<file path="src/rtl/shared_pkg.sv">
// shared_pkg
//   Common definitions for the FIFO write arbiter slice: the arbiter FSM
//   state type, the default sizing constants and a round-robin index helper.
package shared_pkg;

  localparam int DEF_NREQ       = 4;
  localparam int DEF_FIFO_WIDTH = 16;
  localparam int DEF_BURST_MAX  = 4;

  // Wide enough for BURST_MAX up to 15.
  localparam int BURST_CNT_W = 4;

  typedef enum logic [0:0] {
    ST_IDLE  = 1'b0,
    ST_BURST = 1'b1
  } arb_state_e;

  // Successor of idx in round-robin order over n requesters.
  function automatic int rr_next(input int idx, input int n);
    return (idx >= n - 1) ? 0 : idx + 1;
  endfunction

endpackage

</file>
<file path="src/rtl/rr_picker.sv">
// rr_picker
//   Combinational round-robin search. Starting at index ptr and moving
//   upward (wrapping at NREQ), the first asserted req bit wins.
// Ports
//   req     in   NREQ  request vector
//   ptr     in   PW    index with highest priority
//   winner  out  PW    first requester found from ptr (0 if none)
//   any_req out  1     at least one req bit is set
module rr_picker
  import shared_pkg::*;
#(
  parameter int NREQ = DEF_NREQ,
  parameter int PW   = $clog2(NREQ)
) (
  input  logic [NREQ-1:0] req,
  input  logic [PW-1:0]   ptr,
  output logic [PW-1:0]   winner,
  output logic            any_req
);

  // Scan NREQ positions from ptr with wrap; the nearest requester wins.
  always_comb begin
    logic          found;
    int            idx;
    logic [PW-1:0] idx_p;
    winner = '0;
    found  = 1'b0;
    idx    = 0;
    idx_p  = '0;
    for (int k = 0; k < NREQ; k++) begin
      idx   = (int'(ptr) + k >= NREQ) ? (int'(ptr) + k - NREQ) : (int'(ptr) + k);
      idx_p = PW'(idx);
      if (!found && req[idx_p]) begin
        found  = 1'b1;
        winner = idx_p;
      end else begin
        found  = found;
      end
    end
  end

  assign any_req = |req;

endmodule

</file>
<file path="src/rtl/fifo_wr_arbiter.sv">
// fifo_wr_arbiter
//   Round-robin burst arbiter feeding a single FIFO write port. One requester
//   owns the port for up to BURST_MAX accepted words; every burst is preceded
//   by one IDLE arbitration cycle. FIFO back-pressure stalls a burst without
//   ending it.
// Ports
//   clk, rst         in   clock, synchronous active-high reset
//   req              in   NREQ             requester i has a valid word
//   req_data         in   NREQ*FIFO_WIDTH  word i at [i*FIFO_WIDTH +: FIFO_WIDTH]
//   fifo_full        in   1                FIFO full
//   fifo_almostfull  in   1                FIFO has exactly one free slot
//   gnt              out  NREQ             combinational one-hot/zero accept
//   fifo_data_in     out  FIFO_WIDTH       registered write data
//   fifo_wr_en       out  1                registered write strobe
//   owner            out  $clog2(NREQ)     current burst owner
//   busy             out  1                FSM is in BURST
//   wr_count         out  16               accepted words, wrapping
module fifo_wr_arbiter
  import shared_pkg::*;
#(
  parameter int  NREQ       = DEF_NREQ,
  parameter int  FIFO_WIDTH = DEF_FIFO_WIDTH,
  parameter int  BURST_MAX  = DEF_BURST_MAX,
  localparam int PW         = $clog2(NREQ)
) (
  input  logic                       clk,
  input  logic                       rst,
  input  logic [NREQ-1:0]            req,
  input  logic [NREQ*FIFO_WIDTH-1:0] req_data,
  input  logic                       fifo_full,
  input  logic                       fifo_almostfull,
  output logic [NREQ-1:0]            gnt,
  output logic [FIFO_WIDTH-1:0]      fifo_data_in,
  output logic                       fifo_wr_en,
  output logic [PW-1:0]              owner,
  output logic                       busy,
  output logic [15:0]                wr_count
);

  arb_state_e             state_q, state_d;
  logic [PW-1:0]          ptr_q, ptr_d;
  logic [PW-1:0]          owner_q, owner_d;
  logic [BURST_CNT_W-1:0] burst_cnt_q, burst_cnt_d;
  logic                   wr_en_q, wr_en_d;
  logic [FIFO_WIDTH-1:0]  data_q, data_d;
  logic                   busy_q, busy_d;
  logic [15:0]            wr_count_q, wr_count_d;

  logic [PW-1:0]          pick_winner_s;
  logic                   pick_any_s;
  logic                   space_s;
  logic                   owner_req_s;
  logic                   grant_s;
  logic                   last_grant_s;
  logic [PW-1:0]          next_owner_s;
  logic [FIFO_WIDTH-1:0]  words_s [NREQ];
  logic [FIFO_WIDTH-1:0]  owner_word_s;

  rr_picker #(
    .NREQ (NREQ),
    .PW   (PW)
  ) u_picker (
    .req     (req),
    .ptr     (ptr_q),
    .winner  (pick_winner_s),
    .any_req (pick_any_s)
  );

  for (genvar gi = 0; gi < NREQ; gi++) begin : g_words
    assign words_s[gi] = req_data[gi*FIFO_WIDTH +: FIFO_WIDTH];
  end

  assign owner_word_s = words_s[owner_q];
  assign owner_req_s  = req[owner_q];

  // A write already in flight consumes the last free slot, so almost-full
  // must be treated as full while fifo_wr_en is high.
  assign space_s      = !fifo_full && !(wr_en_q && fifo_almostfull);
  assign grant_s      = (state_q == ST_BURST) && owner_req_s && space_s;
  assign last_grant_s = (burst_cnt_q == BURST_CNT_W'(BURST_MAX - 1));
  assign next_owner_s = PW'(rr_next(int'(owner_q), NREQ));

  // FSM state, ownership, burst counter and registered outputs.
  always_ff @(posedge clk) begin
    if (rst) begin
      state_q     <= ST_IDLE;
      ptr_q       <= '0;
      owner_q     <= '0;
      burst_cnt_q <= '0;
      wr_en_q     <= 1'b0;
      data_q      <= '0;
      busy_q      <= 1'b0;
      wr_count_q  <= 16'd0;
    end else begin
      state_q     <= state_d;
      ptr_q       <= ptr_d;
      owner_q     <= owner_d;
      burst_cnt_q <= burst_cnt_d;
      wr_en_q     <= wr_en_d;
      data_q      <= data_d;
      busy_q      <= busy_d;
      wr_count_q  <= wr_count_d;
    end
  end

  // Next-state logic: arbitration in IDLE, burst bookkeeping in BURST.
  always_comb begin
    state_d     = state_q;
    ptr_d       = ptr_q;
    owner_d     = owner_q;
    burst_cnt_d = burst_cnt_q;
    case (state_q)
      ST_IDLE: begin
        if (pick_any_s) begin
          state_d     = ST_BURST;
          owner_d     = pick_winner_s;
          burst_cnt_d = '0;
        end else begin
          state_d     = ST_IDLE;
        end
      end
      ST_BURST: begin
        if (!owner_req_s) begin
          state_d = ST_IDLE;
          ptr_d   = next_owner_s;
        end else if (grant_s) begin
          burst_cnt_d = burst_cnt_q + {{(BURST_CNT_W-1){1'b0}}, 1'b1};
          if (last_grant_s) begin
            state_d = ST_IDLE;
            ptr_d   = next_owner_s;
          end else begin
            state_d = ST_BURST;
          end
        end else begin
          // FIFO stall: ownership and count are held.
          state_d = ST_BURST;
        end
      end
      default: begin
        state_d = ST_IDLE;
      end
    endcase
  end

  // Output logic: combinational grant and next values of registered outputs.
  always_comb begin
    gnt        = '0;
    wr_en_d    = grant_s;
    data_d     = data_q;
    wr_count_d = wr_count_q;
    busy_d     = (state_d == ST_BURST);
    if (grant_s) begin
      gnt[owner_q] = 1'b1;
      data_d       = owner_word_s;
      wr_count_d   = wr_count_q + 16'd1;
    end else begin
      gnt          = '0;
    end
  end

  assign fifo_data_in = data_q;
  assign fifo_wr_en   = wr_en_q;
  assign owner        = owner_q;
  assign busy         = busy_q;
  assign wr_count     = wr_count_q;

endmodule

</file>
<file path="config.mk">
export PLATFORM = sky130hd
export DESIGN_NAME = fifo_wr_arbiter
export DESIGN_NICKNAME = d
export VERILOG_FILES = /design/src/rtl/shared_pkg.sv /design/src/rtl/rr_picker.sv /design/src/rtl/fifo_wr_arbiter.sv
export SDC_FILE = /design/constraint.sdc
export NUM_CORES = 1
export LEC_CHECK = 0
export BUFFER_PORTS_ARGS = -buffer_cell sky130_fd_sc_hd__buf_2
export CAP_MARGIN = 20
export CORE_AREA = 2 2 75 77
export CTS_CLUSTER_SIZE = 24
export DETAILED_ROUTE_END_ITERATION = 8
export DIE_AREA = 0 0 77 79
export PLACE_DENSITY = 0.78
export SLEW_MARGIN = 15
export SYNTH_ARGS = -nofsm -noshare
export SYNTH_HDL_FRONTEND = slang
export SYNTH_SLANG_ARGS = --single-unit
</file>
<file path="constraint.sdc">
create_clock -name clk -period 2.7 [get_ports clk]
set_clock_uncertainty 0.15 [all_clocks]
set_input_delay 0.27 -clock clk [delete_from_list [all_inputs] [get_ports clk]]
set_output_delay 0.27 -clock clk [all_outputs]
set_load 0.02 [all_outputs]
</file>
# Word level (Yosys, flattened, before mapping)
# Cells that the tools add are included.
dict set report word_totals {
  input_bits 72
  wordCells 94
  reg_bits 42
  out_inout_bits 40
}
dict set report classes {
  n_eq_ne 6
  order_cmp 12
  n_addsub 10
  n_reduce_logical 17
  n_mux 40
  n_bitwise 2
}
# op count
set op_table {}
lappend op_table {{binary-select mux 16 bit (select 2 bit)} 1}
lappend op_table {{two-way mux 16 bit} 2}
lappend op_table {{two-way mux 2 bit} 12}
lappend op_table {{adder 16 x 1 -> 16 bit (second input constant)} 1}
lappend op_table {{two-way mux 4 bit} 4}
lappend op_table {{< comparator 2 x 3 -> 1 bit (second input constant)} 5}
lappend op_table {{two-way mux 1 bit} 13}
lappend op_table {{>= comparator 3 bit (second input constant)} 4}
lappend op_table {{binary-select mux 1 bit (select 2 bit)} 5}
lappend op_table {{logical AND 1 bit} 8}
lappend op_table {{!= test 2 x 1 -> 1 bit (second input constant)} 4}
lappend op_table {{case mux 4 bit (2 select lines)} 1}
lappend op_table {{subtractor 2 x 1 -> 2 bit (second input constant)} 4}
lappend op_table {{adder 2 x 2 -> 3 bit (second input constant)} 2}
lappend op_table {{AND reduction 3 bit} 2}
lappend op_table {{zero test 1 bit} 5}
lappend op_table {{adder 4 x 1 -> 4 bit (second input constant)} 1}
lappend op_table {{== test 4 x 2 -> 1 bit (second input constant)} 1}
lappend op_table {{OR reduction 4 bit} 1}
lappend op_table {{adder 2 x 1 -> 3 bit (second input constant)} 1}
lappend op_table {{>= comparator 2 x 3 -> 1 bit (second input constant)} 1}
lappend op_table {{inverter 2 -> 3 bit} 1}
lappend op_table {{adder 2 x 1 -> 2 bit (second input constant)} 1}
lappend op_table {{demux 1 bit (select 2 bit)} 1}
lappend op_table {{6 further kinds} 6}

# Depth between registers and ports, before layout
# Gate-level depths: netlist of run 1.
dict set report logic_depth {
  word_depth 14
  depth_mapped 7
  depth_no_buf 5
}

# Hierarchy
# A second synthesis of run 1 with hierarchy kept.
dict set report hier_totals {
  cells_unflattened 248
  hier_area_um2 2269.7
}
# mod cells_each n_inst seq_area_each_um2 area_per_inst_um2
set by_module_without_submodules {}
lappend by_module_without_submodules {fifo_wr_arbiter 233 1 840.8 2192.1}
lappend by_module_without_submodules {rr_picker 15 1 0.0 77.6}

# Worst setup path after synthesis of run 1
# Ideal clock, no wire load.
dict set report synth_timing {
  kind {reg2out}
  from {register owner_q[0], in the netlist owner[0]}
  to {output gnt[0]}
  path_stages_with_launch 6
  required_time_ns 2.280
  slack_ns 0.451
  path_buffers 2
  arrival_time_ns 1.829
  cell_sequence {dfxtp_1 > mux4_2 > and3_1 > buf_2 > buf_2 > and2_1}
}
dict set report synth_between {
  elab_chain_len 5
  word_cells_on_any_way 10
  classes_between {order compare (2); mux (5); reduce/logical (3)}
}
# item line_no
set synth_rtl {}
lappend synth_rtl {{start, declared} fifo_wr_arbiter.sv:42} ;# logic [PW-1:0] owner_q, owner_d;
lappend synth_rtl {{start signal, assigned} fifo_wr_arbiter.sv:97} ;# owner_q <= owner_d;
lappend synth_rtl {{< comparator 2 x 3 -> 1 bit (implied by the code), or another cell as far along} fifo_wr_arbiter.sv:153} ;# gnt[owner_q] = 1'b1;
lappend synth_rtl {{logical AND 1 bit (implied by the code) or two-way mux 1 bit (tied branches)} {fifo_wr_arbiter.sv:153, fifo_wr_arbiter.sv:74}}
lappend synth_rtl {{two-way mux 1 bit (implied by the code) or logical AND 1 bit (tied branches)} {fifo_wr_arbiter.sv:153, fifo_wr_arbiter.sv:79}}
lappend synth_rtl {{demux 1 bit (select 2 bit) or logical AND 1 bit (tied branches)} {fifo_wr_arbiter.sv:153, fifo_wr_arbiter.sv:79}}
lappend synth_rtl {{two-way mux 4 bit *} fifo_wr_arbiter.sv:152} ;# if (grant_s) begin
lappend synth_rtl {{end, declared} fifo_wr_arbiter.sv:32} ;# output logic [NREQ-1:0] gnt,
# Every way passes the cells marked *; elsewhere a longest branch is shown, timed or not. The select of a mux whose other input is x is not followed.

# Worst setup path in the final report of run 1
dict set report layout_timing {
  from {register owner_q[0], in the netlist owner[0]}
  to {output gnt[2]}
}
# Same word-level chain as after synthesis.

==> results.cfg, run 1 <==
[synth]
synth_edf_count = 0
synth_warnings = 0
yosys_register_bits = 42
synth-async-reset-ratio_pct = 0
yosysTopAreaCellShare_pct = 35.7
synthCells = 258
synth_area_leaders = dfxtp_1 (36%), mux4_2 (16%), a21oi_1 (6.8%)
syn-num-nets = 336
synth-seq-area-share_pct = 35.7
synth_top_cell_by_area = dfxtp_1
syn_area_mm2 = 0.00235
syn_area_per_cell_um2 = 9.12
synth_cell_type_count = 40
synthFlopType = dfxtp_1

[global_routing]
grt_pass1_vias = 2218
overflow = 0
grt_pass1_wl_um = 10000
antenna_found_initial = 0
grt_max_degree = 44
grtUsageTotal_pct = 20.9

[clocking]
cts-root-buf = clkbuf_8
clkSinkCount = 42
post_cts.repair.setup_buffers = 0
clock_latency_ns = 0.29
htree_levels = 2
cts.clk_slew.worst_paths_ns = 0.08
cts.path.max_buffers = 2
numCtsBuffers = 5
cts_tree = built
hold_buffers = 0
ctsResizeCount = 0

[pwr]
pwr-share-clk_pct = 30.7
pwr-share-seq_pct = 49.5
leakagePower_nw = 1.28
p_total_mw = 1.32
netSwitchingFraction_pct = 26.7
power_density_mw_per_mm2 = 433
p_int_mw = 0.967
ir_drop_v = 0.000218
p_switching_mw = 0.352
pwr-share-comb_pct = 19.8

[timing]
finalHoldViolations = 0
fmax_ghz = 0.427
fin_tns_setup_ns = 0
final_max_slew_viol_count = 0
hold_slack_ns = 0.242
finalCritPeriodShare_pct = 86.7
rsz0062_at_grt = no
tightest_slew_ns = 0.773
setup_slack_ns = 0.360
period_needed_ns = 2.34
finalSetupViolations = 0
slew_headroom_pct = 48.5

[critical_path]
arrival_ns = 1.92
criticalPathCategory = register to output pin
critPathRequiredTime_ns = 2.28
start_kind = register
crit_fanout = 9
setup.worst_path.end_class = output pin

[final_layout]
area_growth_pct = 29.3
fillers = 519
layout.nets = 442
stdcell_count = 435
seq_area_um2 = 841
multi_input_area_mm2 = 0.00140
insertedDiodeCount = 0
drive_above_1_share_pct = 39.4

[drt]
vias = 2345
post_drt_via_cell_ratio = 5.39
wire_per_inst_um = 14.4
drt_iter0_drc = 103
drc = 0
drt_pass1_iterations = 4
ant_nets = 0
routed_wl_um = 6270

[run]
cap_violations = 0

[die]
die_h_um = 79
core-area_mm2 = 0.00534
start_util_pct = 44.1
num_rows = 27
pin_count = 112
die_x_um = 77
die-area_mm2 = 0.00608

[worst_hold_path]
hp-class = primary input to register

[placed_design]
post-place-cells = 429
place_congestion = 0.846
hpwl_um = 4810
dp_slack_ns = 0.660
io_buffers = 111

[status]
status = finished, final reports clean
[per-layer routing]
layer | GRT usage [%] | up-vias | wire length [um]
li1 | - | 1153 | -
met1 | 23.6 | 1081 | 2510
met2 | 38.5 | 101 | 3170
met3 | 6.14 | 10 | 516
met4 | 6.07 | 0 | 74
met5 | 0 | - | 0
[final timing paths]
path	end	start	slack, ns	cells after the start
setup / recovery	gnt[2]	owner[0]	0.36	4
hold / removal	owner[0]	req[3]	0.24	4
setup reg to reg	wr_count[13]	owner[0]	0.64	4
hold reg to reg	fifo_data_in[8]	fifo_data_in[8]	0.30	2
[cells by family after synthesis]
group	after synthesis	share of synthesized area, %
XOR/XNOR	7	2.61
flip-flops	42	35.7
adder cells (fa/ha/maj)	6	3.19
AO/OA/AOI/OAI	51	13.1
AND/OR/NAND/NOR	107	23.3
buffers and inverters	26	4.84
multiplexers	19	17.2
[sequential cells by signal (all words and copies together) (netlist names)]
signal        cells
fifo_data_in     16
wr_count         16
burst_cnt_q       4
owner             2
ptr_q             2
busy              1
fifo_wr_en        1
[layout by cell type, fill, tap and decap left out, types with 2 or more instances in the layout]
cell type / netlist / final
ha_1: 6 / 6
nor2b_1: 4 / 4
nand3_1: 7 / 7
buf_4: 1 / 6
nor2_1: 11 / 11
nor4_1: 2 / 2
inv_1: 8 / 8
clkbuf_8: 0 / 6
nand2b_1: 6 / 6
and2_1: 4 / 4
o21ai_0: 2 / 2
mux4_2: 17 / 17
dfxtp_1: 42 / 42
xor2_1: 5 / 5
buf_2: 8 / 111
nor3_1: 3 / 3
and4_1: 2 / 2
nand2_1: 42 / 42
o31ai_1: 9 / 9
nand3b_1: 2 / 2
nand4_1: 9 / 9
and3_1: 4 / 4
or4_1: 7 / 7
a21oi_1: 32 / 32
xnor2_1: 2 / 2
[cell usage after synthesis, drive strengths merged (2+ instances only)]
cell     n
nor4     2
nor3     3
a21oi   32
xnor2    2
and2     4
buf      9
nand2   42
ha       6
nand2b   6
and3     4
or4      7
mux4    17
xor2     5
nand4   10
nor2    11
o21ai    2
clkbuf   9
nor2b    4
dfxtp   42
and4     2
nand3b   2
o31ai    9
inv      8
nand3    7
[power by group through the flow]
stage	Combinational (mW)	Clock, mW	Sequential (mW)
2_1_floorplan	0.148	0	0.685
6_report	0.261	0.405	0.653
4_1_cts	0.264	0.421	0.653
3_3_place_gp	0.259	0	0.666
3_5_place_dp	0.264	0	0.667
5_1_grt	0.288	0.445	0.655
[stage by stage]
stage               util, %  area (um^2)
detailed placement     55.5         2960
global placement       55.5         2960
finish                 57.0         3040
floorplan                 -         2350
global route           57.0         3040
CTS                    57.0         3040
[worst max-delay path, stage by stage, from the launching register on]
cell and delay [ns]:
dfxtp_1 0.38, mux4_2 0.62, and3_1 0.28, and2_1 0.19
buf_2 0.15
[layout make-up]
| cell class | count | share of cell area (%) |
|---|---|---|
| inverters | 8 | 0.987 |
| repair buffers | 117 | 19.7 |
| flip-flops and latches | 42 | 27.6 |
| well taps | 72 | 2.96 |
| multi-input cells | 190 | 46.0 |
| clock buffers | 6 | 2.71 |
Power figures use the tool's default switching activity.
==> run 2, diff against run 1 <==
--- a/config.mk
+++ b/config.mk
@@ -5,13 +5,14 @@
 export SDC_FILE = /design/constraint.sdc
 export NUM_CORES = 1
 export LEC_CHECK = 0
+export ABC_CLOCK_PERIOD_IN_PS = 3000
 export BUFFER_PORTS_ARGS = -buffer_cell sky130_fd_sc_hd__buf_2
 export CAP_MARGIN = 20
-export CORE_AREA = 2 2 75 77
-export CTS_CLUSTER_SIZE = 24
+export CORE_AREA = 2 2 72 74
+export CTS_CLUSTER_SIZE = 16
 export DETAILED_ROUTE_END_ITERATION = 8
-export DIE_AREA = 0 0 77 79
-export PLACE_DENSITY = 0.78
+export DIE_AREA = 0 0 74 76
+export PLACE_DENSITY = 0.83
 export SLEW_MARGIN = 15
 export SYNTH_ARGS = -nofsm -noshare
 export SYNTH_HDL_FRONTEND = slang
==> constraint.sdc (replaced) <==
create_clock -name clk -period 3 [get_ports clk]
set_clock_uncertainty 0.15 [all_clocks]
set_input_delay 0.3 -clock clk [delete_from_list [all_inputs] [get_ports clk]]
set_output_delay 0.3 -clock clk [all_outputs]
set_load 0.02 [all_outputs]
==> run 2 against run 1 <==
Non-clock buffer count decreased by 1. Combinational power fell by 10%. Largest cell class unchanged. Routed wire length shrank 5.1%. Highest routed layer unchanged. Utilization rose by 4.7 points. Clock power decreased by 16%.
==> results.cfg, run 2 (same netlist as run 1, synthesis figures left out) <==
[status]
status = finished, final reports clean

[worst_hold_path]
hold_start = req[3]
min_to = owner[0]
whs_path_depth = 4
hp-class = primary input to register

[final_layout]
layout.nets = 441
final_area_mm2 = 0.00303
insertedDiodeCount = 0
final_cell_mix = buf_2 (111), nand2_1 (42), dfxtp_1 (42)
layout_commonest_cell = buf_2
drive_above_1_share_pct = 39.4
stdcell_count = 433
area_growth_pct = 28.7

[global_routing]
grt_pass1_vias = 2202
antenna_found_initial = 0
grt_max_degree = 44
grtUsageTotal_pct = 22.1
overflow = 0
grt_pass1_wl_um = 9840

[placed_design]
io_buffers = 111
hpwl_um = 4590
place_congestion = 0.959
place_area_mm2 = 0.00295
post-place-cells = 426

[timing]
finalSetupViolations = 0
fin_tns_setup_ns = 0
fmax_ghz = 0.413
tightest_slew_ns = 0.737
period_needed_ns = 2.42
finalCritPeriodShare_pct = 80.7
final_max_slew_viol_count = 0
finalHoldViolations = 0
rsz0062_at_grt = no
slew_headroom_pct = 50.9

[pwr]
ir_drop_v = 0.000201
p_total_mw = 1.16
power_density_mw_per_mm2 = 384
leakagePower_nw = 1.28

[critical_path]
setup.worst_path.end_class = output pin
critPathRequiredTime_ns = 2.55
criticalPathCategory = register to output pin
worstRegToRegCells = 4
crit_fanout = 14
arrival_ns = 1.97
start_kind = register
reg2reg_to = wr_count[9]
r2r-start = busy
ff2ff_setup_slack_ns = 0.72

[drt]
ant_nets = 0
routed_wl_um = 5950
wire_per_inst_um = 13.7
vias = 2348
drt_iter0_drc = 137
drt_pass1_iterations = 4
drc = 0
post_drt_via_cell_ratio = 5.42

[clocking]
cts_tree = built
numCtsBuffers = 5
cts.path.max_buffers = 2
cts.clk_slew.worst_paths_ns = 0.08
ctsResizeCount = 0
htree_levels = 2
hold_buffers = 0
post_cts.repair.setup_buffers = 0
cts-root-buf = clkbuf_8
clock_latency_ns = 0.29
clkSinkCount = 42

[die]
pin_count = 112
die-area_mm2 = 0.00562
start_util_pct = 47.9
core-area_mm2 = 0.00491
die_h_um = 76
die_x_um = 74
num_rows = 26

[run]
cap_violations = 0
[run 2: area by class of cell]
cell class / instances / area (um^2)
Fill cell: 422 / 1880
Inverter: 8 / 30.0
Clock inverter: 2 / 10.0
Multi-Input combinational cell: 190 / 1400
Clock buffer: 5 / 68.8
Tap cell: 70 / 87.6
Sequential cell: 42 / 841
Timing Repair Buffer: 116 / 593
[run 2: how the worst max path moves through the flow]
| stage | startpoint | end | slack [ns] | cells past startpoint |
|---|---|---|---|---|
| final | owner[0] | gnt[3] | 0.58 | 5 |
| after global routing | busy | gnt[3] | 0.44 | 5 |
| after CTS | owner[0] | gnt[2] | 0.57 | 5 |
| after detailed placement | busy | wr_count[9] | 0.76 | 4 |
| after global placement | fifo_full | wr_count[9] | 0.83 | 5 |
| after floorplan | owner[0] | gnt[0] | 0.72 | 5 |
[run 2: worst max-delay path, stage by stage, from the launching register on]
cell and delay, ns:
dfxtp_1 0.36, mux4_2 0.62, and3_1 0.20, buf_4 0.18, and2_1 0.16, buf_2 0.15
[run 2: power by group]
part	internal, mW	switching, mW
registers	0.574	0.0124
clock network	0.156	0.185
logic	0.118	0.117
total	0.848	0.314
[run 2: metal layers]
metal | track usage (%) | share of wire (%)
met5 | 0 | 0
met3 | 7.14 | 7.5
met2 | 37.6 | 52
met1 | 26.7 | 40
met4 | 5.45 | 0.49
[run 2: stage by stage]
stage / setup slack, ns / utilization [%] / hold WS (ns)
2_1_floorplan: 0.721 / - / 0.310
3_3_place_gp: 0.829 / 60.1 / 0.289
3_5_place_dp: 0.759 / 60.1 / 0.293
4_1_cts: 0.571 / 61.7 / 0.288
5_1_grt: 0.441 / 61.7 / 0.323
6_report: 0.580 / 61.7 / 0.293
